## src/rtl/ipi_mailbox.sv

```systemverilog
// Inter-processor interrupt mailbox: per-core SEND_MASK/TX_DATA/RX_DATA/STATUS CSRs feeding per-core RX FIFOs.
// Response one cycle after acceptance; req_ready drops only while a response is pending or a TX write loses arbitration.
module ipi_mailbox #(
  parameter int CORES      = 2,
  parameter int DATA_W     = 32,
  parameter int FIFO_DEPTH = 4
) (
  input  logic                   clk,
  input  logic                   rst_n,
  input  logic [CORES-1:0]       csr_req_valid_i,
  output logic [CORES-1:0]       csr_req_ready_o,
  input  logic [CORES-1:0]       csr_req_write_i,
  input  logic [CORES-1:0][31:0] csr_req_addr_i,
  input  logic [CORES-1:0][31:0] csr_req_wdata_i,
  input  logic [CORES-1:0][3:0]  csr_req_wstrb_i,
  input  logic [CORES-1:0][1:0]  csr_req_priv_i,
  output logic [CORES-1:0]       csr_rsp_valid_o,
  output logic [CORES-1:0][31:0] csr_rsp_rdata_o,
  output logic [CORES-1:0]       csr_rsp_fault_o,
  output logic [CORES-1:0]       ipi_irq_o
);

  localparam int PW = (FIFO_DEPTH > 1) ? $clog2(FIFO_DEPTH) : 1;
  localparam int CW = PW + 1;
  localparam logic [CW-1:0] FULL_CNT = CW'(FIFO_DEPTH);

  logic [CORES-1:0][FIFO_DEPTH-1:0][DATA_W-1:0] mem_q;
  logic [CORES-1:0][PW-1:0]    wptr_q, wptr_d, rptr_q, rptr_d;
  logic [CORES-1:0][CW-1:0]    cnt_q, cnt_d;
  logic [CORES-1:0][CORES-1:0] mask_q, mask_d;
  logic [CORES-1:0][31:0]      rdata_q, rdata_d;
  logic [CORES-1:0]            drop_q, drop_d, drop_set, drop_clr;
  logic [CORES-1:0]            pend_q, fault_q, fault_d, irq_q, irq_d;
  logic [CORES-1:0]            push_en, pop_en, tx_cand, tx_grant, acc;
  logic [DATA_W-1:0]           tx_word;
  logic                        unused_bits;

  assign unused_bits = ^{csr_req_priv_i, csr_req_addr_i, csr_req_wdata_i};

  // Any TX_DATA write competes, even one that will fault on wstrb; lowest index wins.
  always_comb begin
    tx_cand = '0;
    for (int i = 0; i < CORES; i++) begin
      tx_cand[i] = csr_req_valid_i[i] & ~pend_q[i] & csr_req_write_i[i] &
                   (csr_req_addr_i[i][7:0] == 8'h04);
    end
    tx_grant = tx_cand & (~tx_cand + 1'b1);
  end

  assign csr_req_ready_o = ~pend_q & ~(tx_cand & ~tx_grant);
  assign acc             = csr_req_valid_i & csr_req_ready_o;

  always_comb begin
    mask_d   = mask_q;
    drop_set = '0;
    drop_clr = '0;
    push_en  = '0;
    pop_en   = '0;
    rdata_d  = '0;
    fault_d  = '0;
    tx_word  = '0;
    for (int i = 0; i < CORES; i++) begin
      if (acc[i]) begin
        case (csr_req_addr_i[i][7:0])
          8'h00: begin
            if (csr_req_write_i[i]) begin
              for (int c = 0; c < CORES; c++) begin
                if (csr_req_wstrb_i[i][c/8]) mask_d[i][c] = csr_req_wdata_i[i][c];
              end
            end else begin
              rdata_d[i][CORES-1:0] = mask_q[i];
            end
          end
          8'h04: begin
            if (csr_req_write_i[i]) begin
              if (csr_req_wstrb_i[i] == 4'hF) begin
                tx_word = csr_req_wdata_i[i][DATA_W-1:0];
                for (int d = 0; d < CORES; d++) begin
                  if (mask_q[i][d]) begin
                    if (cnt_q[d] == FULL_CNT) drop_set[i] = 1'b1;
                    else                      push_en[d]  = 1'b1;
                  end
                end
              end else begin
                fault_d[i] = 1'b1;
              end
            end
          end
          8'h08: begin
            if (csr_req_write_i[i]) begin
              fault_d[i] = 1'b1;
            end else if (cnt_q[i] != '0) begin
              rdata_d[i][DATA_W-1:0] = mem_q[i][rptr_q[i]];
              pop_en[i]              = 1'b1;
            end
          end
          8'h0C: begin
            if (csr_req_write_i[i]) begin
              drop_clr[i] = csr_req_wstrb_i[i][2] & csr_req_wdata_i[i][16];
            end else begin
              rdata_d[i][0]       = (cnt_q[i] != '0);
              rdata_d[i][1]       = (cnt_q[i] == FULL_CNT);
              rdata_d[i][8 +: CW] = cnt_q[i];
              rdata_d[i][16]      = drop_q[i];
            end
          end
          default: fault_d[i] = 1'b1;
        endcase
      end
    end
    // A drop in the same cycle as a clear leaves the bit set.
    drop_d = (drop_q & ~drop_clr) | drop_set;
  end

  always_comb begin
    for (int d = 0; d < CORES; d++) begin
      wptr_d[d] = wptr_q[d] + PW'(push_en[d]);
      rptr_d[d] = rptr_q[d] + PW'(pop_en[d]);
      cnt_d[d]  = cnt_q[d] + CW'(push_en[d]) - CW'(pop_en[d]);
      irq_d[d]  = (cnt_d[d] != '0);
    end
  end

  always_ff @(posedge clk or negedge rst_n) begin
    if (!rst_n) begin
      wptr_q  <= '0;
      rptr_q  <= '0;
      cnt_q   <= '0;
      mask_q  <= '0;
      drop_q  <= '0;
      pend_q  <= '0;
      fault_q <= '0;
      rdata_q <= '0;
      irq_q   <= '0;
    end else begin
      wptr_q  <= wptr_d;
      rptr_q  <= rptr_d;
      cnt_q   <= cnt_d;
      mask_q  <= mask_d;
      drop_q  <= drop_d;
      pend_q  <= acc;
      fault_q <= fault_d;
      rdata_q <= rdata_d;
      irq_q   <= irq_d;
    end
  end

  always_ff @(posedge clk) begin
    for (int d = 0; d < CORES; d++) begin
      if (push_en[d]) mem_q[d][wptr_q[d]] <= tx_word;
    end
  end

  assign csr_rsp_valid_o = pend_q;
  assign csr_rsp_rdata_o = rdata_q;
  assign csr_rsp_fault_o = fault_q;
  assign ipi_irq_o       = irq_q;

endmodule

```

## config.mk

```make
export PLATFORM = sky130hd
export DESIGN_NAME = ipi_mailbox
export DESIGN_NICKNAME = d
export VERILOG_FILES = /design/src/rtl/ipi_mailbox.sv
export SDC_FILE = /design/constraint.sdc
export NUM_CORES = 1
export LEC_CHECK = 0
export ABC_CLOCK_PERIOD_IN_PS = 9100
export CAP_MARGIN = 30
export CORE_ASPECT_RATIO = 0.75
export CORE_UTILIZATION = 30
export CTS_CLUSTER_SIZE = 20
export DETAILED_ROUTE_END_ITERATION = 8
export HOLD_SLACK_MARGIN = 0.15
export SYNTH_ARGS = -nofsm -noshare
export SYNTH_HDL_FRONTEND = slang
export SYNTH_SLANG_ARGS = --single-unit
export TNS_END_PERCENT = 50
```

## constraint.sdc

```tcl
create_clock -name clk -period 9.1 [get_ports clk]
set_clock_uncertainty 0.1 [all_clocks]
set_input_delay 2.73 -clock clk [delete_from_list [all_inputs] [get_ports clk]]
set_output_delay 2.73 -clock clk [all_outputs]
set_load 0.02 [all_outputs]
```

Yosys cells after proc, flatten, opt, wreduce, memory -nomap -nowiden --
Cells that the tools add are included.
Word-level totals: input bits 146, register bits after elaboration 346, output and inout bits 72
Cells by class: equality and inequality tests 10, magnitude comparators 6, reduce and logical (&&, ||, !) cells 12, muxes and demuxes 99, add/sub/neg operators 9, bitwise operators 21
Operators with widths (number):
- $mux W32 | 18
- $bwmux W128 | 2
- $bmux W32 S2 | 2
- $demux W32 S2 | 2
- $mux W1 | 47
- $eq A8 B4 Y1 const B | 4
- $mux W15 | 2
- $mux W2 | 12
- $eq A8 B3 Y1 const B | 2
- $logic_not A8 Y1 | 2
- $lt A2 B3 Y1 const B | 4
- $mux W6 | 2
- $pmux W2 S3 | 2
- $pmux W3 S2 | 2
- $reduce_bool A3 Y1 | 4
- $and A2 B2 Y2 | 5
- $mux W5 | 2
- $not A2 Y2 | 5
- $add A2 B1 Y2 | 4
- $and A1 B1 Y1 | 8
- $eq A4 B4 Y1 const B | 2
- $reduce_and A4 Y1 | 2
- $add A3 B1 Y3 | 2
- $eq A3 B3 Y1 const B | 2
- other kinds (10) | 18

Logic depth before layout (Yosys ltp) --
word-level depth 22, mapped depth 15

Least setup slack after synthesis --
OpenSTA, ideal clock, no wires.
path type input port to flip-flop, from input port csr_req_addr_i[1] (netlist name), to register mem_q[192] (netlist name) (enable), stages 6, slack 1.815 ns, data arrival time 6.717 ns, path buffers 1, required time 8.532 ns, cells stage by stage or4_4 > or4_4 > buf_6 > nor3_1 > a31oi_4 > nor3b_1
Between the ends: word-level cells in the longest chain between the ends 17, elaborated cells between the ends (all ways) 18
Ends and longest elaborated chain:
- start, declared | RTL line 13 | input logic [CORES-1:0][31:0] csr_req_addr_i,
- $eq A8 B3 Y1 (*) | RTL line 45, 64
- $and A1 B1 Y1 | RTL line 44 | tx_cand[i] = csr_req_valid_i[i] & ~pend_q[i] & csr_req_write_i[i] &
- $not A2 Y2 | RTL line 47 | tx_grant = tx_cand & (~tx_cand + 1'b1);
- $add A2 B1 Y2 | RTL line 47
- $and A2 B2 Y2 | RTL line 47
- $not A2 Y2 | RTL line 50 | assign csr_req_ready_o = ~pend_q & ~(tx_cand & ~tx_grant);
- $and A2 B2 Y2 | RTL line 50
- $not A2 Y2 | RTL line 50
- $and A2 B2 Y2 | RTL line 50
- $and A2 B2 Y2 | RTL line 51 | assign acc = csr_req_valid_i & csr_req_ready_o;
- $mux W2 | RTL line 63 | if (acc[i]) begin
- $mux W1 | RTL line 80 | if (cnt_q[d] == FULL_CNT) drop_set[i] = 1'b1;
- $mux W1 | RTL line 79 | if (mask_q[i][d]) begin
- $mux W2 | RTL line 76 | if (csr_req_wstrb_i[i] == 4'hF) begin
- $mux W2 | RTL line 75 | if (csr_req_write_i[i]) begin
- $mux W2 | RTL line 64 | case (csr_req_addr_i[i][7:0])
- $mux W2 (*) | RTL line 63
- end signal, assigned by index | RTL line 150 | if (push_en[d]) mem_q[d][wptr_q[d]] <= tx_word;
- end, declared | RTL line 27 | logic [CORES-1:0][FIFO_DEPTH-1:0][DATA_W-1:0] mem_q;
Every way passes the cells marked *; elsewhere a longest branch is shown, timed or not. A chain may end at the register's enable or synchronous reset.

Worst setup path after layout --
from input port csr_req_valid_i[1], to output port csr_req_ready_o[1]
Between the ends: word-level cells in the longest chain between the ends 10
Ends and longest elaborated chain:
- start, declared | RTL line 10 | input logic [CORES-1:0] csr_req_valid_i,
- $and A1 B1 Y1 (*) (3 in a row) | RTL line 44
- $not A2 Y2 | RTL line 47
- $add A2 B1 Y2 | RTL line 47
- $and A2 B2 Y2 | RTL line 47
- $not A2 Y2 | RTL line 50
- $and A2 B2 Y2 (*) | RTL line 50
- $not A2 Y2 (*) | RTL line 50
- $and A2 B2 Y2 (*) | RTL line 50
- end, declared | RTL line 11 | output logic [CORES-1:0] csr_req_ready_o,
Marks and branches as above.

==> impl_metrics.env <==
export IMPL_finalCriticalPeriod_ns=8.08
export IMPL_grt_pass1_vias=7293
export IMPL_route_antenna_remaining_nets=0
export IMPL_reg2reg_to="ipi_irq_o[1]"
export IMPL_average_detailed_routed_wire_length_per_instance_um=21.4
export IMPL_rsz_0062_raised_after_global_routing="false"
export IMPL_worst_pin_slew_ns=0.933
export IMPL_crit_slowest_cell="or4b_2"
export IMPL_finalWeightedCongestion=0.835
export IMPL_number_of_sinks_driven_by_the_clock_tree=346
export IMPL_synth_compound_area_share_pct=3.91
export IMPL_cts_htree_levels=2
export IMPL_num_io_pins=218
export IMPL_post_synthesis_mux_area_share_pct=11.3
export IMPL_timing_max_cap_violations=0
export IMPL_cts_tree="done"
export IMPL_worstSetupPathType="input pin to output pin"
export IMPL_syn_num_nets=838
export IMPL_cp_slowest_stage_delay_ns=0.66
export IMPL_rows=66
export IMPL_synth_avg_cell_area_um2=19.3
export IMPL_critical_path_peak_fanout=3
export IMPL_vias=6987
export IMPL_starting_density_pct=30.4
export IMPL_fin_crit_sh_pct=88.8
export IMPL_synth_xor_area_share_pct=0.665
export IMPL_synth_enable_flop_cells=256
export IMPL_synth_simple_gate_area_share_pct=6.09
export IMPL_count_of_final_setup_violators=0
export IMPL_synth_top_family_by_area="multiplexers"
export IMPL_path_cells="clkdlybuf4s50_1 -> or4b_2 -> or3_1 -> nor3_1 -> nor2_1 -> clkdlybuf4s50_1"
export IMPL_cts_root_to_sink_buffers=3
export IMPL_r2r_setup_slack_ns=4.94
export IMPL_root_buffer="clkbuf_16"
export IMPL_finalPower_uw=3290
export IMPL_max_freq_ghz=0.124
export IMPL_vdd_drop_max_v=0.000105
export IMPL_reg2reg_from="csr_rsp_valid_o[1]"
export IMPL_area_growth_synth_to_final_pct=28.1
export IMPL_vertical_extent_of_the_die_um=183
export IMPL_run_status="complete, no violations"
export IMPL_ys_flop_type="edfxtp_1"
export IMPL_grt_residual_overflow=0
export IMPL_async_reset_ff_share_pct=26.0
export IMPL_placement_io_buffers=165
export IMPL_num_cts_buffers=36
export IMPL_leakage_dissipation_uw=0.00670
export IMPL_slew_headroom_pct=37.8
export IMPL_synthCells=684
export IMPL_timing_hold_violations_final=0
export IMPL_setup_total_negative_slack_ns=0
export IMPL_totalWireLength_um=31700
export IMPL_synth_ff_latch_count=346
export IMPL_viasPerCell=4.73
export IMPL_cts_hold_fix_buffers=0
export IMPL_worstSetupStartpointType="input pin"
export IMPL_power_per_cell_area_mw_per_mm2=195
export IMPL_worst_r2r_cell_count=10
export IMPL_post_synth_instance_area_mm2=0.0132
export IMPL_clk_transition_reported_paths_ns=0.06
export IMPL_grt_pass1_wl_um=47100
export IMPL_grtUsageTotal_pct=14.3
export IMPL_detailedRoute_firstPassIterationCount=5
export IMPL_critPathLaunch="csr_req_valid_i[1]"
export IMPL_area_of_the_die_mm2=0.0447
export IMPL_ys_warnings_count=0
export IMPL_initial_antenna_violation_count=2
export IMPL_ys_seq_area_share_pct=75.5
export IMPL_critPathArrivalTime_ns=5.25
export IMPL_number_of_post_cts_setup_repair_buffers=0
export IMPL_critPathRequiredTime_ns=6.27
export IMPL_cts_repair_resize_count=0
export IMPL_drive_above_1_share_pct=19.2
export IMPL_final_net_count=1024
export IMPL_hpwlAfterDp_um=20100
export IMPL_grt_start_max_net_pins=52
export IMPL_synth_distinct_cells=44
export IMPL_synthAdderAreaFrac_pct=0.874
export IMPL_core_area_mm2=0.0434
export IMPL_holdCritPathClass="register to register"
export IMPL_critical_path_endpoint="csr_req_ready_o[1]"
export IMPL_fp_dieW_um=244
export IMPL_drc=0
export IMPL_dr_first_iter_drc_count=499
export IMPL_worst_path_most_repeated_cell="clkdlybuf4s50_1"
export IMPL_worstSetupEndpointType="output pin"
export IMPL_insertion_delay_ns=0.53
export IMPL_report_final_slew_viol_count=0
state kept, by name, summed over array words and instances (netlist names):
| register | count |
|---|---|
| csr_rsp_valid_o | 2 |
| cnt_q | 6 |
| ipi_irq_o | 2 |
| csr_rsp_rdata_o | 64 |
| mask_q | 4 |
| wptr_q | 4 |
| rptr_q | 4 |
| drop_q | 2 |
| mem_q | 256 |
| csr_rsp_fault_o | 2 |
metal layers:
metal  GRT usage, %  routed length, um  part of all wire (%)
met1           19.7              13900                    44
met2           22.8              15000                    47
met3           2.80               2070                   6.5
met4           4.63                722                   2.3
met5              0                  0                     0
synthesized netlist by cell type (all sizes together) (2+ instances only):
master  instances  area share (%)
a21oi           5            0.19
a22o           37             2.5
a22oi           8            0.46
and3           55             2.7
and4            3            0.20
buf            15            0.61
clkbuf         24            0.68
dfrtp          90              17
edfxtp        256              58
fa              2            0.30
ha              6            0.57
inv            14            0.40
mux2            4            0.34
mux4           64              11
nand2          15            0.43
nand2b          3            0.14
nand3           5            0.19
nand4           3            0.14
nor2           20            0.57
nor3           10            0.38
nor3b           7            0.40
o21ai           5            0.19
o311ai          2            0.13
or2             2           0.095
or3             4            0.19
or4             3            0.23
xnor2           6            0.40
xor2            4            0.27
how the worst min path moves through the flow:
stage / start / endpoint / slack [ns] / cells past startpoint
floorplan: drop_q[1] / drop_q[1] / 0.36 / 2
global placement: drop_q[0] / drop_q[0] / 0.39 / 1
detailed placement: drop_q[0] / drop_q[0] / 0.39 / 1
CTS: drop_q[0] / drop_q[0] / 0.41 / 1
global route: drop_q[0] / drop_q[0] / 0.43 / 1
finish: drop_q[0] / drop_q[0] / 0.41 / 1
layout by cell type, fill, tap and decap left out, types with 5 or more instances in the layout:
cell	count
o21ai_0	5
nand3_1	5
clkbuf_8	5
clkbuf_1	9
and3_1	54
a22oi_1	8
mux4_2	64
dfrtp_1	86
inv_1	14
nor2_1	16
buf_4	21
nand2_1	15
xnor2_1	6
ha_1	6
clkdlybuf4s50_1	164
a22o_1	37
a21oi_1	5
clkbuf_16	38
edfxtp_1	256
nor3_1	8
logic make-up after synthesis:
group / Yosys count
xor+xnor: 10
flops: 346
mux: 68
buf+inv: 53
fa+ha+maj: 8
simple gates: 136
compound gates: 63
per-stage QoR:
step	util, %	area, um2	hold WS, ns	cells	setup slack (ns)
finish	38.9	16900	0.405	1478	1.02
global route	38.9	16900	0.433	1477	0.984
CTS	38.8	16800	0.409	1475	1.01
detailed placement	36.0	15600	0.386	1409	1.02
global placement	35.9	15600	0.393	1408	1.03
floorplan	-	13200	0.363	684	1.82
worst max-delay path: cells and delay by family:
kind / cells / cell delay, ns
buf+inv: 2 / 1.08
simple gates: 4 / 1.45
area by class of cell:
cell class,count,area [um2]
Fill cell,3954,26500
Tap cell,578,723
Inverter,14,52.6
Timing Repair Buffer,187,1840
Antenna cell,2,5.00
Clock inverter,14,184
Clock buffer,52,1050
Sequential cell,346,9940
Multi-Input combinational cell,285,3060
where the power goes:
| group | internal, uW | switching, uW | leakage [uW] |
|---|---|---|---|
| sequential | 1680 | 7.50 | 0.00421 |
| clock | 903 | 612 | 0.000604 |
| combinational | 49.5 | 35.3 | 0.00189 |
| total | 2630 | 655 | 0.00670 |
No activity file was read; power rests on OpenSTA's default activity.
